[src/rtl/subleq_hs.sv]
// Subleq OISC core: mem[B] := mem[B] - mem[A], branch to C when the result is <= 0.
// Single unified memory reached through a registered request/acknowledge handshake.
module subleq_hs #(
  parameter int BITS        = 16,
  parameter int COUNT_BITS  = 32,
  parameter bit HALT_ON_NEG = 1'b1
) (
  input  logic                  clock,
  input  logic                  reset,
  input  logic                  run,
  output logic                  mem_req,
  output logic                  mem_we,
  output logic [BITS-1:0]       mem_addr,
  output logic [BITS-1:0]       mem_wdata,
  input  logic [BITS-1:0]       mem_rdata,
  input  logic                  mem_ack,
  output logic                  halt,
  output logic                  busy,
  output logic [BITS-1:0]       pc,
  output logic [COUNT_BITS-1:0] instr_count
);

  typedef enum logic [2:0] {
    S_PAUSED,
    S_FETCH_A,
    S_FETCH_B,
    S_FETCH_C,
    S_LOAD_A,
    S_LOAD_B,
    S_STORE,
    S_HALTED
  } state_t;

  localparam logic signed [BITS-1:0] ZERO = '0;

  state_t                r_state, w_state_nxt;
  logic [BITS-1:0]       r_pc, r_ra, r_rb, r_rc, r_va, r_vb;
  logic [BITS-1:0]       w_pc_nxt, w_ra_nxt, w_rb_nxt, w_rc_nxt, w_va_nxt, w_vb_nxt;
  logic [COUNT_BITS-1:0] r_count, w_count_nxt;
  logic                  r_req, r_we;
  logic [BITS-1:0]       r_addr, r_wdata;
  logic                  w_req_nxt, w_we_nxt;
  logic [BITS-1:0]       w_addr_nxt, w_wdata_nxt;
  logic                  w_ack, w_taken, w_halt_cond;
  logic signed [BITS-1:0] w_res;

  // While in STORE the write-data register already holds vb - va.
  assign w_ack       = r_req & mem_ack;
  assign w_res       = $signed(r_wdata);
  assign w_taken     = (w_res <= ZERO);
  assign w_halt_cond = w_taken && ((r_rc == r_pc) || (HALT_ON_NEG && r_rc[BITS-1]));

  always_comb begin
    w_state_nxt = r_state;
    w_pc_nxt    = r_pc;
    w_ra_nxt    = r_ra;
    w_rb_nxt    = r_rb;
    w_rc_nxt    = r_rc;
    w_va_nxt    = r_va;
    w_vb_nxt    = r_vb;
    w_count_nxt = r_count;
    case (r_state)
      S_PAUSED:  if (run) w_state_nxt = S_FETCH_A;
      S_FETCH_A: if (w_ack) begin w_ra_nxt = mem_rdata; w_state_nxt = S_FETCH_B; end
      S_FETCH_B: if (w_ack) begin w_rb_nxt = mem_rdata; w_state_nxt = S_FETCH_C; end
      S_FETCH_C: if (w_ack) begin w_rc_nxt = mem_rdata; w_state_nxt = S_LOAD_A;  end
      S_LOAD_A:  if (w_ack) begin w_va_nxt = mem_rdata; w_state_nxt = S_LOAD_B;  end
      S_LOAD_B:  if (w_ack) begin w_vb_nxt = mem_rdata; w_state_nxt = S_STORE;   end
      S_STORE: begin
        if (w_ack) begin
          w_count_nxt = r_count + COUNT_BITS'(1);
          w_pc_nxt    = w_taken ? r_rc : r_pc + BITS'(3);
          if (w_halt_cond)
            w_state_nxt = S_HALTED;
          else if (run)
            w_state_nxt = S_FETCH_A;
          else
            w_state_nxt = S_PAUSED;
        end
      end
      S_HALTED:  w_state_nxt = S_HALTED;
      default:   w_state_nxt = S_PAUSED;
    endcase

    // The request for the state being entered is registered on the same edge,
    // so it is stable from the first request cycle through the ack cycle.
    w_req_nxt   = 1'b1;
    w_we_nxt    = 1'b0;
    w_addr_nxt  = '0;
    w_wdata_nxt = '0;
    case (w_state_nxt)
      S_FETCH_A: w_addr_nxt = w_pc_nxt;
      S_FETCH_B: w_addr_nxt = w_pc_nxt + BITS'(1);
      S_FETCH_C: w_addr_nxt = w_pc_nxt + BITS'(2);
      S_LOAD_A:  w_addr_nxt = w_ra_nxt;
      S_LOAD_B:  w_addr_nxt = w_rb_nxt;
      S_STORE: begin
        w_we_nxt    = 1'b1;
        w_addr_nxt  = w_rb_nxt;
        w_wdata_nxt = w_vb_nxt - w_va_nxt;
      end
      default:   w_req_nxt = 1'b0;
    endcase
  end

  always_ff @(posedge clock) begin
    if (reset) begin
      r_state <= S_PAUSED;
      r_pc    <= '0;
      r_count <= '0;
      r_req   <= 1'b0;
      r_we    <= 1'b0;
      r_addr  <= '0;
      r_wdata <= '0;
    end else begin
      r_state <= w_state_nxt;
      r_pc    <= w_pc_nxt;
      r_count <= w_count_nxt;
      r_req   <= w_req_nxt;
      r_we    <= w_we_nxt;
      r_addr  <= w_addr_nxt;
      r_wdata <= w_wdata_nxt;
    end
  end

  // Operand registers carry no reset; they are always loaded before use.
  always_ff @(posedge clock) begin
    r_ra <= w_ra_nxt;
    r_rb <= w_rb_nxt;
    r_rc <= w_rc_nxt;
    r_va <= w_va_nxt;
    r_vb <= w_vb_nxt;
  end

  assign mem_req     = r_req;
  assign mem_we      = r_we;
  assign mem_addr    = r_addr;
  assign mem_wdata   = r_wdata;
  assign halt        = (r_state == S_HALTED);
  assign busy        = (r_state != S_PAUSED) && (r_state != S_HALTED);
  assign pc          = r_pc;
  assign instr_count = r_count;

endmodule

[config.mk]
export PLATFORM = sky130hd
export DESIGN_NAME = subleq_hs
export DESIGN_NICKNAME = d
export VERILOG_FILES = /design/src/rtl/subleq_hs.sv
export SDC_FILE = /design/constraint.sdc
export NUM_CORES = 1
export LEC_CHECK = 0
export ABC_AREA = 1
export BUFFER_PORTS_ARGS = -buffer_cell sky130_fd_sc_hd__buf_2
export CAP_MARGIN = 15
export CORE_AREA = 3 3 137 139
export CTS_BUF_LIST = sky130_fd_sc_hd__clkbuf_4 sky130_fd_sc_hd__clkbuf_8
export DETAILED_ROUTE_END_ITERATION = 10
export DIE_AREA = 0 0 140 142
export PLACE_DENSITY = 0.73
export SLEW_MARGIN = 15
export SYNTH_ARGS = -nofsm -noshare
export SYNTH_HDL_FRONTEND = slang
export SYNTH_SLANG_ARGS = --single-unit
[constraint.sdc]
create_clock -name clock -period 3.3 [get_ports clock]
set_clock_uncertainty 0.1 [all_clocks]
set_input_delay 0.495 -clock clock [delete_from_list [all_inputs] [get_ports clock]]
set_output_delay 0.495 -clock clock [all_outputs]
set_load 0.02 [all_outputs]
=== Word-level counts from Yosys, hierarchy flattened ===
Cells that the tools add are included.

* Output and inout port bits: 84
* Register bits: 165
* Bits of input ports: 20

* Bitwise operators: 2
* Add/sub/neg operators: 5
* Reduce and logical (&&, ||, !) cells: 10
* Multiplexer cells: 24
* $lt $le $gt $ge: 1
* Eq/ne operators: 15

{| class="wikitable"
|+ Operators with widths
! operator !! count
|-
| 16-bit two-way mux || 11
|-
| 16-bit case mux with 5 select lines || 1
|-
| 16-bit by 2-bit adder with 16-bit output (second input constant) || 2
|-
| 32-bit by 1-bit adder with 32-bit output (second input constant) || 1
|-
| 3-bit two-way mux || 8
|-
| 3-bit case mux with 8 select lines || 1
|-
| 3-bit == test (second input constant) || 7
|-
| 16-bit by 1-bit adder with 16-bit output (second input constant) || 1
|-
| 16-bit == test || 1
|-
| 16-bit by 1-bit less-or-equal comparator with 1-bit output (second input constant) || 1
|-
| 16-bit subtractor || 1
|-
| 3-bit by 2-bit == test with 1-bit output (second input constant) || 4
|-
| 3-bit by 1-bit == test with 1-bit output (second input constant) || 2
|-
| 6-bit OR reduction || 1
|-
| 2-bit AND reduction || 2
|-
| 2-bit OR reduction || 2
|-
| 3-bit logical NOT || 1
|-
| 1-bit two-way mux || 3
|-
| 3-bit != test (second input constant) || 1
|-
| 3-bit nonzero test || 1
|-
| 1-bit logical AND || 2
|-
| 1-bit bitwise AND || 1
|-
| 1-bit logical OR || 1
|-
| 1-bit inverter || 1
|}

=== Depth between registers and ports, before layout ===
Gate-level depths: netlist of run 1.

* Depth in word-level cells: 9
* Depth in mapped cells: 21
* Depth with buffers taken out: 20

=== Worst setup path before layout of run 1 ===
No wires, ideal clock.

* Kind: register to register
* Start point: reg r_req, in the netlist mem_req
* End point: reg r_wdata[12], in the netlist mem_wdata[12]
* Arrival: 3.211 ns
* Cell stages (with the launch flop): 19
* Buffers on the path: 2
* Slack: -0.134 ns
* Cells stage by stage: dfxtp_1 -> nand2_2 -> nor2_1 -> clkbuf_1 -> clkbuf_1 -> a21oi_1 -> ha_1 -> inv_1 -> nor2_1 -> o21ai_0 -> nand2_1 -> nand2_1 -> nand2_1 -> a21oi_1 -> o21ai_0 -> a21boi_0 -> o21ai_0 -> o21ai_1 -> a21oi_1

* Elaborated cells on any way between the ends: 16
* Those cells by class: add/sub (1); eq/ne (1); mux (11); bitwise (2); reduce/logical (1)

{| class="wikitable"
|+ RTL lines
! element !! RTL line !! text
|-
| from (decl) || 40 || <nowiki>logic r_req, r_we;</nowiki>
|-
| from (signal assigned) || 119 || <nowiki>r_req <= w_req_nxt;</nowiki>
|-
| 1-bit bitwise AND || 48 || <nowiki>assign w_ack = r_req & mem_ack;</nowiki>
|-
| 16-bit two-way mux || 68 || <nowiki>S_LOAD_B: if (w_ack) begin w_vb_nxt = mem_rdata; w_state_nxt = S_STORE; end</nowiki>
|-
| 16-bit two-way mux || 62 || <nowiki>case (r_state)</nowiki>
|-
| named net w_vb_nxt[2] || 38 || <nowiki>logic [BITS-1:0] w_pc_nxt, w_ra_nxt, w_rb_nxt, w_rc_nxt, w_va_nxt, w_vb_nxt;</nowiki>
|-
| 16-bit subtractor || 100 || <nowiki>w_wdata_nxt = w_vb_nxt - w_va_nxt;</nowiki>
|-
| to (signal assigned) || 122 || <nowiki>r_wdata <= w_wdata_nxt;</nowiki>
|-
| to (decl) || 41 || <nowiki>logic [BITS-1:0] r_addr, r_wdata;</nowiki>
|}

The timed path passes the listed nets, and every way through them passes these cells.
A chain may end at the register's enable or synchronous reset.

=== Worst setup path after layout of run 1 ===
* Start point: reg r_pc[0], in the netlist pc[0]
* End point: reg r_addr[12], in the netlist mem_addr[12]

* Word-level cells in the longest chain between the ends: 9
* Elaborated cells on any way between the ends: 20
* Those cells by class: add/sub (3); eq/ne (7); mux (7); reduce/logical (3)

{| class="wikitable"
|+ Ends and longest elaborated chain
! element !! RTL line !! text
|-
| from (decl) || 37 || <nowiki>logic [BITS-1:0] r_pc, r_ra, r_rb, r_rc, r_va, r_vb;</nowiki>
|-
| from (signal assigned) || 117 || <nowiki>r_pc <= w_pc_nxt;</nowiki>
|-
| parallel branches: the longest is 8 deep, another holds 16-bit by 2-bit adder with 16-bit output || n/a ||
|-
| 16-bit case mux with 5 select lines * || 91 || <nowiki>case (w_state_nxt)</nowiki>
|-
| to (signal assigned) || 121 || <nowiki>r_addr <= w_addr_nxt;</nowiki>
|-
| to (decl) || 41 ||
|}

Mark *: on every way between the ends.

==> results.md, run 1 <==
Status:
- The flow ran to the end, and the final reports show no timing, DRC or antenna violations.

Timing:
- Static timing analysis puts the maximum clock frequency at roughly 330 MHz.
- The max-slew violation count came to 0.
- The transition at the pin with the smallest max-transition slack is between 0.7 and 0.8 ns.
- The number of hold violations in the final report is 0.
- The post-route clock period utilization is between 90 and 100%.
- Setup violations remaining at the end of the flow were counted as 0.
- The sum of negative setup slack is 0 ns.
- The minimum clock period is slightly above 3 ns.
- Headroom to the max-slew limit came out at 49.34%.

Floorplanning:
- The initial utilization of the core area, before any placement, comes to 49.57%.
- In this run the horizontal extent of the chip is 140 um.
- The initialized floorplan defines between 40 and 50 standard-cell rows.
- From bottom edge to top edge, the die measures 142 um.
- The total die area is just under 0.02 mm2.
- In this run the count of I/O pins placed on the die edge is between 100 and 150.
- The total core area is between 0.015 and 0.02 mm2.

Critical path:
- Across all register-to-register paths, the minimum setup slack is ~0.24 ns.
- The endpoint identified for the worst register-to-register timing path is mem_addr[12].
- The number of cells on the worst reg-to-reg path is 17.
- STA puts the critical path data arrival time at around 3.4 ns.
- The timing startpoint of the critical path is pc[0].
- Data on the critical path is required at its endpoint by roughly 3.6 ns.
- The total number of cells along the worst setup path is 17.
- The cell repeated most along the worst path is sky130_fd_sc_hd__nand2_1.
- The beginning of the worst register-to-register path is pc[0].
- The worst setup path is launched from a flop.
- For this run, the slowest stage of the critical path takes about 0.5 ns.
- The slowest stage of the critical path is the sky130_fd_sc_hd__dfxtp_1 cell.
- The critical path's top delay family is simple AND/OR/NAND/NOR gates.
- The maximum net fanout on the critical path is 11.
- Traced cell by cell, the critical path runs through inv_2 > ha_1 > nor2_8 > nand2_2 > nand2_1 > nand2_1 > nand3_1 > nand3_1 > nand2_2 > nand2_1 > nor2_2 > nand3_1 > nand2_1 > nand2_1 > o21ai_1 > nor2_1 > nor2_1.
- The type of the worst setup path is reg -> reg.
- The number of buffers and inverters on the critical path is 1.
- The critical path ends at mem_addr[12].
- The nature of the critical path endpoint is a flop.

Synth:
- For this run, the leading register cell type out of synthesis is sky130_fd_sc_hd__dfxtp_1.
- Counting distinct cell types in the post-synthesis netlist gives 55.
- The number of standard cells after synthesis is between 1000 and 1500.
- The most common cell in the synthesized netlist is sky130_fd_sc_hd__nand2_1.
- The count of yosys warnings during synthesis is 0.
- The part of the Yosys area used for sequential elements is ~40%.
- After synthesis, the share of flip-flops with an asynchronous set or reset is 0%.
- After synthesis the cells add up to between 0.008 and 0.009 mm2.
- By count the netlist is led by sky130_fd_sc_hd__nand2_1, sky130_fd_sc_hd__dfxtp_1, sky130_fd_sc_hd__inv_1.
- The largest total area in the synthesized netlist belongs to sky130_fd_sc_hd__dfxtp_1.
- After synthesis the netlist holds a flip-flop and latch count of between 150 and 200.
- Synthesis produced a netlist with a net count of approximately 1300.
- In this run the mean area of a mapped cell was 6.940 um2.
- In the post-synthesis netlist, the biggest area contributors are sky130_fd_sc_hd__dfxtp_1, sky130_fd_sc_hd__nand2_1, sky130_fd_sc_hd__inv_1.
- The number of flops mapped to enable cells by yosys is 16.
- The share of synthesized area in the top cell type comes to approximately a third.

Drt:
- The overall routed net length is 24.31 mm.
- For this block, the initial DRC count from the detailed router was between 700 and 800.
- The length of the first detailed-routing pass in iterations is 6.
- The detailed-route via count is roughly 8500.
- The number of routed nets with antenna violations is 0.
- The routed wirelength normalized by instance count is roughly 15 um.
- After detailed routing, the number of remaining DRC violations is 0.
- In the routed layout, each cell is associated on average with a via count of roughly 5.2.

Clock network:
- The root buffer cell chosen for the clock tree is sky130_fd_sc_hd__clkbuf_8.
- The longest clock path from root to sink contains 2 buffers.
- The clock-pin slew reported for the worst setup and hold paths after clock tree synthesis is approximately 0.09 ns.
- The number of buffers added by the clock tree synthesis step is 17.
- TritonCTS built the clock tree.
- Hold repair after CTS inserted 0 buffers.
- CTS built an H-tree with a depth of 4.
- Clock tree synthesis found a total of ~170 sinks.
- The clock latency at the later pin of the worst-skew pair is 0.47 ns.

Cells and area:
- In the final design database the tool counted 1437 nets.
- The final standard cell utilization of the core is between 50% and 60%.
- The repair_antennas step left the layout with diodes totalling 0.
- From synthesis to final layout, the design area changed by 14.68%.
- Of the cells placed in the final design, the portion with a size suffix greater than 1 is 18.67%.
- The final standard cell count with taps included and fillers excluded is 1638.
- The layout has 1717 filler cells.

GRT:
- The via count of the first global-routing pass is ~7900.
- The number of antenna violations at the first check in global routing was 0.
- The first global-routing pass estimated between 30 and 40 mm of wire.
- The global-route congestion overflow total is 0.
- The global-route usage over all layers is 24.56%.
- The largest net degree at the start of global routing is 36.

Placement:
- The wire-length estimate of the detail-placed layout is between 15 and 20 mm.
- The count of buffers added on input and output ports is 103.
- Routability-driven placement finished with a final weighted congestion of around 0.95.
- After detailed placement, the design holds a cell count of about 1600.

Min path:
- In this run the most critical hold path is launched from mem_rdata[0].
- The classification of the worst-slack hold path is in -> reg.

Run:
- The number of max-cap violations is 0.

Power:
- Power comes to 4.099 mW.
- The maximum resistive drop on vdd is 0.2943 mV.
- Summed over all cells, the static leakage comes to around 4.8 nW.
- The total power per unit cell area is a little over 400 mW/mm2.
==> cell type report <==
cell class / count / area (um2) / share of cell area (%)
clock buffer: 22 / 284.0 / 2.810
multi-input combinational: 913 / 4583 / 45.35
sequential: 165 / 3466 / 34.29
inverter: 160 / 600.6 / 5.942
tap: 229 / 286.5 / 2.835
timing repair buffer: 140 / 793.3 / 7.848
clock inverter: 9 / 93.84 / 0.9284
==> cells by family after synthesis <==
| logic type | count (synthesis) | synth area share [%] |
|---|---|---|
| muxes | 2 | 0.2272 |
| xor gates and xnor gates | 16 | 1.590 |
| adders and majority gates | 20 | 2.925 |
| AOI/OAI and AO/OA | 182 | 11.16 |
| DFF | 165 | 39.30 |
| and+or+nand+nor | 693 | 35.89 |
| buffers and inverters | 192 | 8.915 |
==> metal layers <==
| layer | share of wire [%] | track usage, % | routed length, um | vias up |
|---|---|---|---|---|
| li1 | - | - | - | 4348 |
| met1 | 45 | 31.53 | 10830 | 3827 |
| met2 | 48 | 42.54 | 11640 | 274 |
| met3 | 5.1 | 3.528 | 1232 | 41 |
| met4 | 2.5 | 8.618 | 607 | 0 |
| met5 | 0 | 0 | 0 | - |
==> registers in the layout, indices dropped and copies added, names as in the netlist <==
signal,flops
mem_req,1
mem_addr,16
mem_we,1
r_state,3
instr_count,32
r_va,16
r_rc,16
r_vb,16
r_rb,16
mem_wdata,16
r_ra,16
pc,16
==> per-stage QoR <==
stage               area, um2  hold WS, ns  worst slack, ns
detailed placement       9696       0.3480          0.03460
floorplan                8817       0.3220          0.03686
global route            10110       0.1147         -0.01426
finish                  10110       0.1138           0.2408
CTS                     10070      0.09856           0.1164
global placement         9696       0.3463          0.07790
==> how the worst min path moves through the flow <==
stage / endpoint / slack (ns) / cells after the start
global placement: r_rb[6] / 0.35 / 2
global route: r_rc[4] / 0.11 / 1
CTS: r_rc[0] / 0.1 / 1
finish: r_rc[0] / 0.11 / 1
floorplan: r_rb[6] / 0.32 / 2
detailed placement: r_rb[6] / 0.35 / 2
==> power breakdown <==
group	leakage, nW	switching (mW)	internal (mW)
clock	0.189	0.777	0.668
sequential	1.35	0.0422	2.17
combinational	3.24	0.284	0.154
==> cells in the final DEF (no fill, tap or decap), types with 5 or more instances in the layout <==
cell type                  count
sky130_fd_sc_hd__nand2_1     340
sky130_fd_sc_hd__inv_1       147
sky130_fd_sc_hd__dfxtp_1     147
sky130_fd_sc_hd__nor2_1      144
sky130_fd_sc_hd__buf_2       103
sky130_fd_sc_hd__nand3_1      95
sky130_fd_sc_hd__o21ai_0      72
sky130_fd_sc_hd__a21oi_1      65
sky130_fd_sc_hd__buf_4        37
sky130_fd_sc_hd__nand4_1      23
sky130_fd_sc_hd__nand2_2      22
sky130_fd_sc_hd__ha_1         19
sky130_fd_sc_hd__clkbuf_8     19
sky130_fd_sc_hd__edfxtp_1     16
sky130_fd_sc_hd__o21ai_1      15
sky130_fd_sc_hd__nor2_2       14
sky130_fd_sc_hd__xor2_1       13
sky130_fd_sc_hd__nor3_1       12
sky130_fd_sc_hd__inv_2        10
sky130_fd_sc_hd__nor2_4       10
sky130_fd_sc_hd__or2_2        10
sky130_fd_sc_hd__o22ai_1       5
==> timing repair <==
action                                 4_1_cts  5_1_grt
resized for setup                            0       12
setup buffers                                0        2
endpoints found under the hold margin        0        0
setup endpoints to repair                    0        6
Note: power is estimated with default switching activity, not from simulation.
==> run 2: changes to the inputs <==
Settings changed: CORE_AREA 3 3 137 139 to 3 3 153 155, DIE_AREA 0 0 140 142 to 0 0 156 158, PLACE_DENSITY 0.73 to 0.61.
==> run 2 against run 1 <==
Net effect: global-route usage decreased by 4.0 points; combinational power increased by 2%; fmax decreased by 0.29%; non-clock buffer count decreased by 4; clock power increased by 3%; via count decreased by 1.1%; count of clock-buffer cells in the layout decreased by 1.
==> results.md, run 2 (synthesis results as in run 1) <==
Status:
- Run status: complete, no violations (unchanged).

Drt:
- The routed wirelength normalized by instance count is 15.10 um (was 14.84 um).
- The via count normalized by instance count came to 4.979 (was 5.183).
- The length of the first detailed-routing pass in iterations is 5 (was 6).
- The number of routed nets with antenna violations is 0 (unchanged).
- The detailed-route via count is 8394 (was 8490).
- The number of remaining DRC errors is 0 (unchanged).
- The overall routed net length is 25.45 mm (was 24.31 mm).
- The number of DRC markers in iteration 0 was 706 (was 728).

Floorplanning:
- The total core area is 0.02196 mm2 (was 0.01778 mm2).
- The row count was 54 (was 49).
- The total die area is 0.02465 mm2 (was 0.01988 mm2).
- The I/O pin count is 104 (unchanged).
- The die width is 156 um (was 140 um).
- The initial standard-cell utilization of the core came to 40.14% (was 49.57%).
- The overall die height is 158 um (was 142 um).

Critical path:
- The required time reported for the critical path endpoint is 3.55 ns (was 3.61 ns).
- The delay of the slowest critical-path stage is 0.37 ns (was 0.50 ns).
- The critical path data arrival time is 3.32 ns (was 3.37 ns).
- The nature of the critical path endpoint is a flop (unchanged).
- The maximum net fanout on the critical path is 14 (was 11).
- The critical-path cell with the highest stage delay is sky130_fd_sc_hd__dfxtp_4 (was sky130_fd_sc_hd__dfxtp_1).
- Cell-by-cell trace of the critical path: nor2_1 > inv_1 > nor2_2 > nand2_1 > buf_6 > buf_4 > o21ai_0 > inv_1 > ha_1 > a21o_1 > a221oi_1 > nand3_1 > a211oi_2 > xor2_1 > nor2_1 (was inv_2 > ha_1 > nor2_8 > nand2_2 > nand2_1 > nand2_1 > nand3_1 > nand3_1 > nand2_2 > nand2_1 > nor2_2 > nand3_1 > nand2_1 > nand2_1 > o21ai_1 > nor2_1 > nor2_1).
- The number of cells traversed by the worst register-to-register path was 15 (was 17).
- The slack of the worst reg-to-reg path is 0.23 ns (was 0.24 ns).
- The startpoint kind of the worst setup timing path is a flop (unchanged).
- The type of the worst setup path is reg -> reg (unchanged).

Timing:
- The max-slew violation count came to 0 (unchanged).
- The final hold slack is 0.1349 ns (was 0.1138 ns).
- The minimum clock period was 3.068 ns (was 3.059 ns).
- The transition at the pin with the smallest max-transition slack is 0.6277 ns (was 0.7599 ns).
- The final worst slack is 0.2320 ns (was 0.2408 ns).
- The post-route clock period utilization came to 92.97% (was 92.70%).
- The remaining max-slew budget at the tightest pin is 57.71% (was 49.34%).
- The total of endpoints with negative setup slack in the final report is 0 (unchanged).
- The timing-limited maximum frequency was 325.9 MHz (was 326.9 MHz).
- The sum of negative setup slack is 0 ns (unchanged).
- The number of hold violations in the final report is 0 (unchanged).

Cells and area:
- The area taken by multi-input logic gates was 0.004604 mm2 (was 0.004583 mm2).
- The diode insertion count for antenna repair is 0 (unchanged).
- The register cell area after layout is 0.003468 mm2 (was 0.003466 mm2).
- The net count of the finished layout came to 1433 (was 1437).
- The share of post-route cells with drive strength above 1 is 18.85% (was 18.67%).
- The layout overhead on the synthesized area came to 15.57% (was 14.68%).
- The number of flip-flops in the largest register was 32 (unchanged).
- Commonest non-fill, non-tap cells in the layout: sky130_fd_sc_hd__nand2_1, sky130_fd_sc_hd__inv_1, sky130_fd_sc_hd__dfxtp_1 (unchanged).
- The leading cell type in the layout, fill and taps excluded is sky130_fd_sc_hd__nand2_1 (unchanged).
- The total of fill cells in the finished design is 2306 (was 1717).

Power:
- The internal power is 3.013 mW (was 2.995 mW).
- The proportion of total power due to net switching is 27.23% (was 26.91%).
- The total net switching power is 1.128 mW (was 1.103 mW).
- The sequential share of power was 53.5% (was 54.1%).
- The combinational group share of total power came to 10.7% (about the same).
- The standby leakage power is 4.778 nW (was 4.780 nW).
- The total power per unit cell area is 406.5 mW/mm2 (was 405.5 mW/mm2).
- The relative contribution of the clock network to total power is 35.8% (was 35.2%).
- The maximum resistive drop on vdd is 0.2257 mV (was 0.2943 mV).

Min path:
- The hold path depth is 1 (unchanged).
- The classification of the worst-slack hold path is in -> reg (unchanged).

GRT:
- The largest net degree at the start of global routing is 30 (was 36).
- The global-route usage over all layers came to 20.55% (was 24.56%).
- The global-route wire length before repair came to 40.48 mm (was 39.21 mm).
- The via count of the first global-routing pass is 7820 (was 7922).
- The global-route congestion overflow total came to 0 (unchanged).
- The number of antenna violations at the first check in global routing is 0 (unchanged).

Placement:
- The pre-CTS setup slack is 0.002371 ns (was 0.03460 ns).
- The number of port buffers is 103 (unchanged).
- The final estimated routing congestion in global placement is 0.9143 (was 0.9455).
- The detailed-placement wirelength estimate was 19.93 mm (was 18.69 mm).

Clock network:
- The clock-pin slew reported for the worst setup and hold paths after clock tree synthesis was 0.09 ns (about the same).
- The clock latency at the later pin of the worst-skew pair is 0.46 ns (was 0.47 ns).
- The hold buffer count at CTS was 0 (unchanged).
- The buffer levels on the longest clock path is 2 (unchanged).
- The number of buffers added by the clock tree synthesis step is 17 (unchanged).
- The root cell of the clock tree is sky130_fd_sc_hd__clkbuf_8 (unchanged).
- The number of clock sinks seen by CTS was 165 (unchanged).
- The clock tree from TritonCTS is done (unchanged).
- The depth of the CTS H-tree is 4 (unchanged).

Run:
- The number of max-cap violations is 0 (unchanged).
## run 2: metrics by stage
step	cell area [um2]	util [%]	cells	power, mW
after detailed placement	9737	44.34	1653	2.688
after CTS	10130	46.14	1685	4.148
after global routing	10190	46.39	1686	4.332
after floorplan	8817	-	1270	2.554
after global placement	9737	44.34	1653	2.678
final	10190	46.39	1686	4.140
## run 2: metal layers
layer	vias to the layer above	track usage (%)	wire length (um)
li1	4325	-	-
met1	3792	26.94	11840
met2	236	34.12	11670
met3	41	3.034	1058
met4	0	8.242	878
met5	-	0	0
## run 2: power by group through the flow
| stage | clock network, mW | registers, mW | logic (mW) |
|---|---|---|---|
| 5_1_grt | 1.59 | 2.23 | 0.509 |
| 3_3_place_gp | 0 | 2.26 | 0.420 |
| 2_1_floorplan | 0 | 2.25 | 0.301 |
| 4_1_cts | 1.50 | 2.21 | 0.431 |
| 6_report | 1.48 | 2.21 | 0.445 |
| 3_5_place_dp | 0 | 2.26 | 0.428 |
## run 2: path summary, 6_finish.rpt
kind / from / to
worst max-delay path: r_state[1] / mem_wdata[15]
worst min-delay path: mem_rdata[0] / r_rc[0]
worst max register to register: r_state[1] / mem_wdata[15]
worst min register to register: r_va[6] / r_va[6]
## run 2: what timing repair did
| item | in CTS | in global routing |
|---|---|---|
| setup endpoints to repair | 0 | 9 |
| setup buffers | 0 | 1 |
| resized for setup | 0 | 19 |
## run 2: critical path, delay by kind of cell, from the launching register on
family / cells / cell delay [ns]
flops: 1 / 0.37
simple gates: 5 / 0.59
buf+inv: 4 / 0.48
xor+xnor: 1 / 0.16
fa+ha+maj: 1 / 0.35
compound gates: 4 / 0.92
## run 2: cell type report
cell class	count	area share [%]
inverter	160	5.896
tap	280	3.439
timing repair buffer	136	7.530
multi-input combinational	913	45.20
sequential	165	34.05
clock inverter	11	1.106
clock buffer	21	2.776
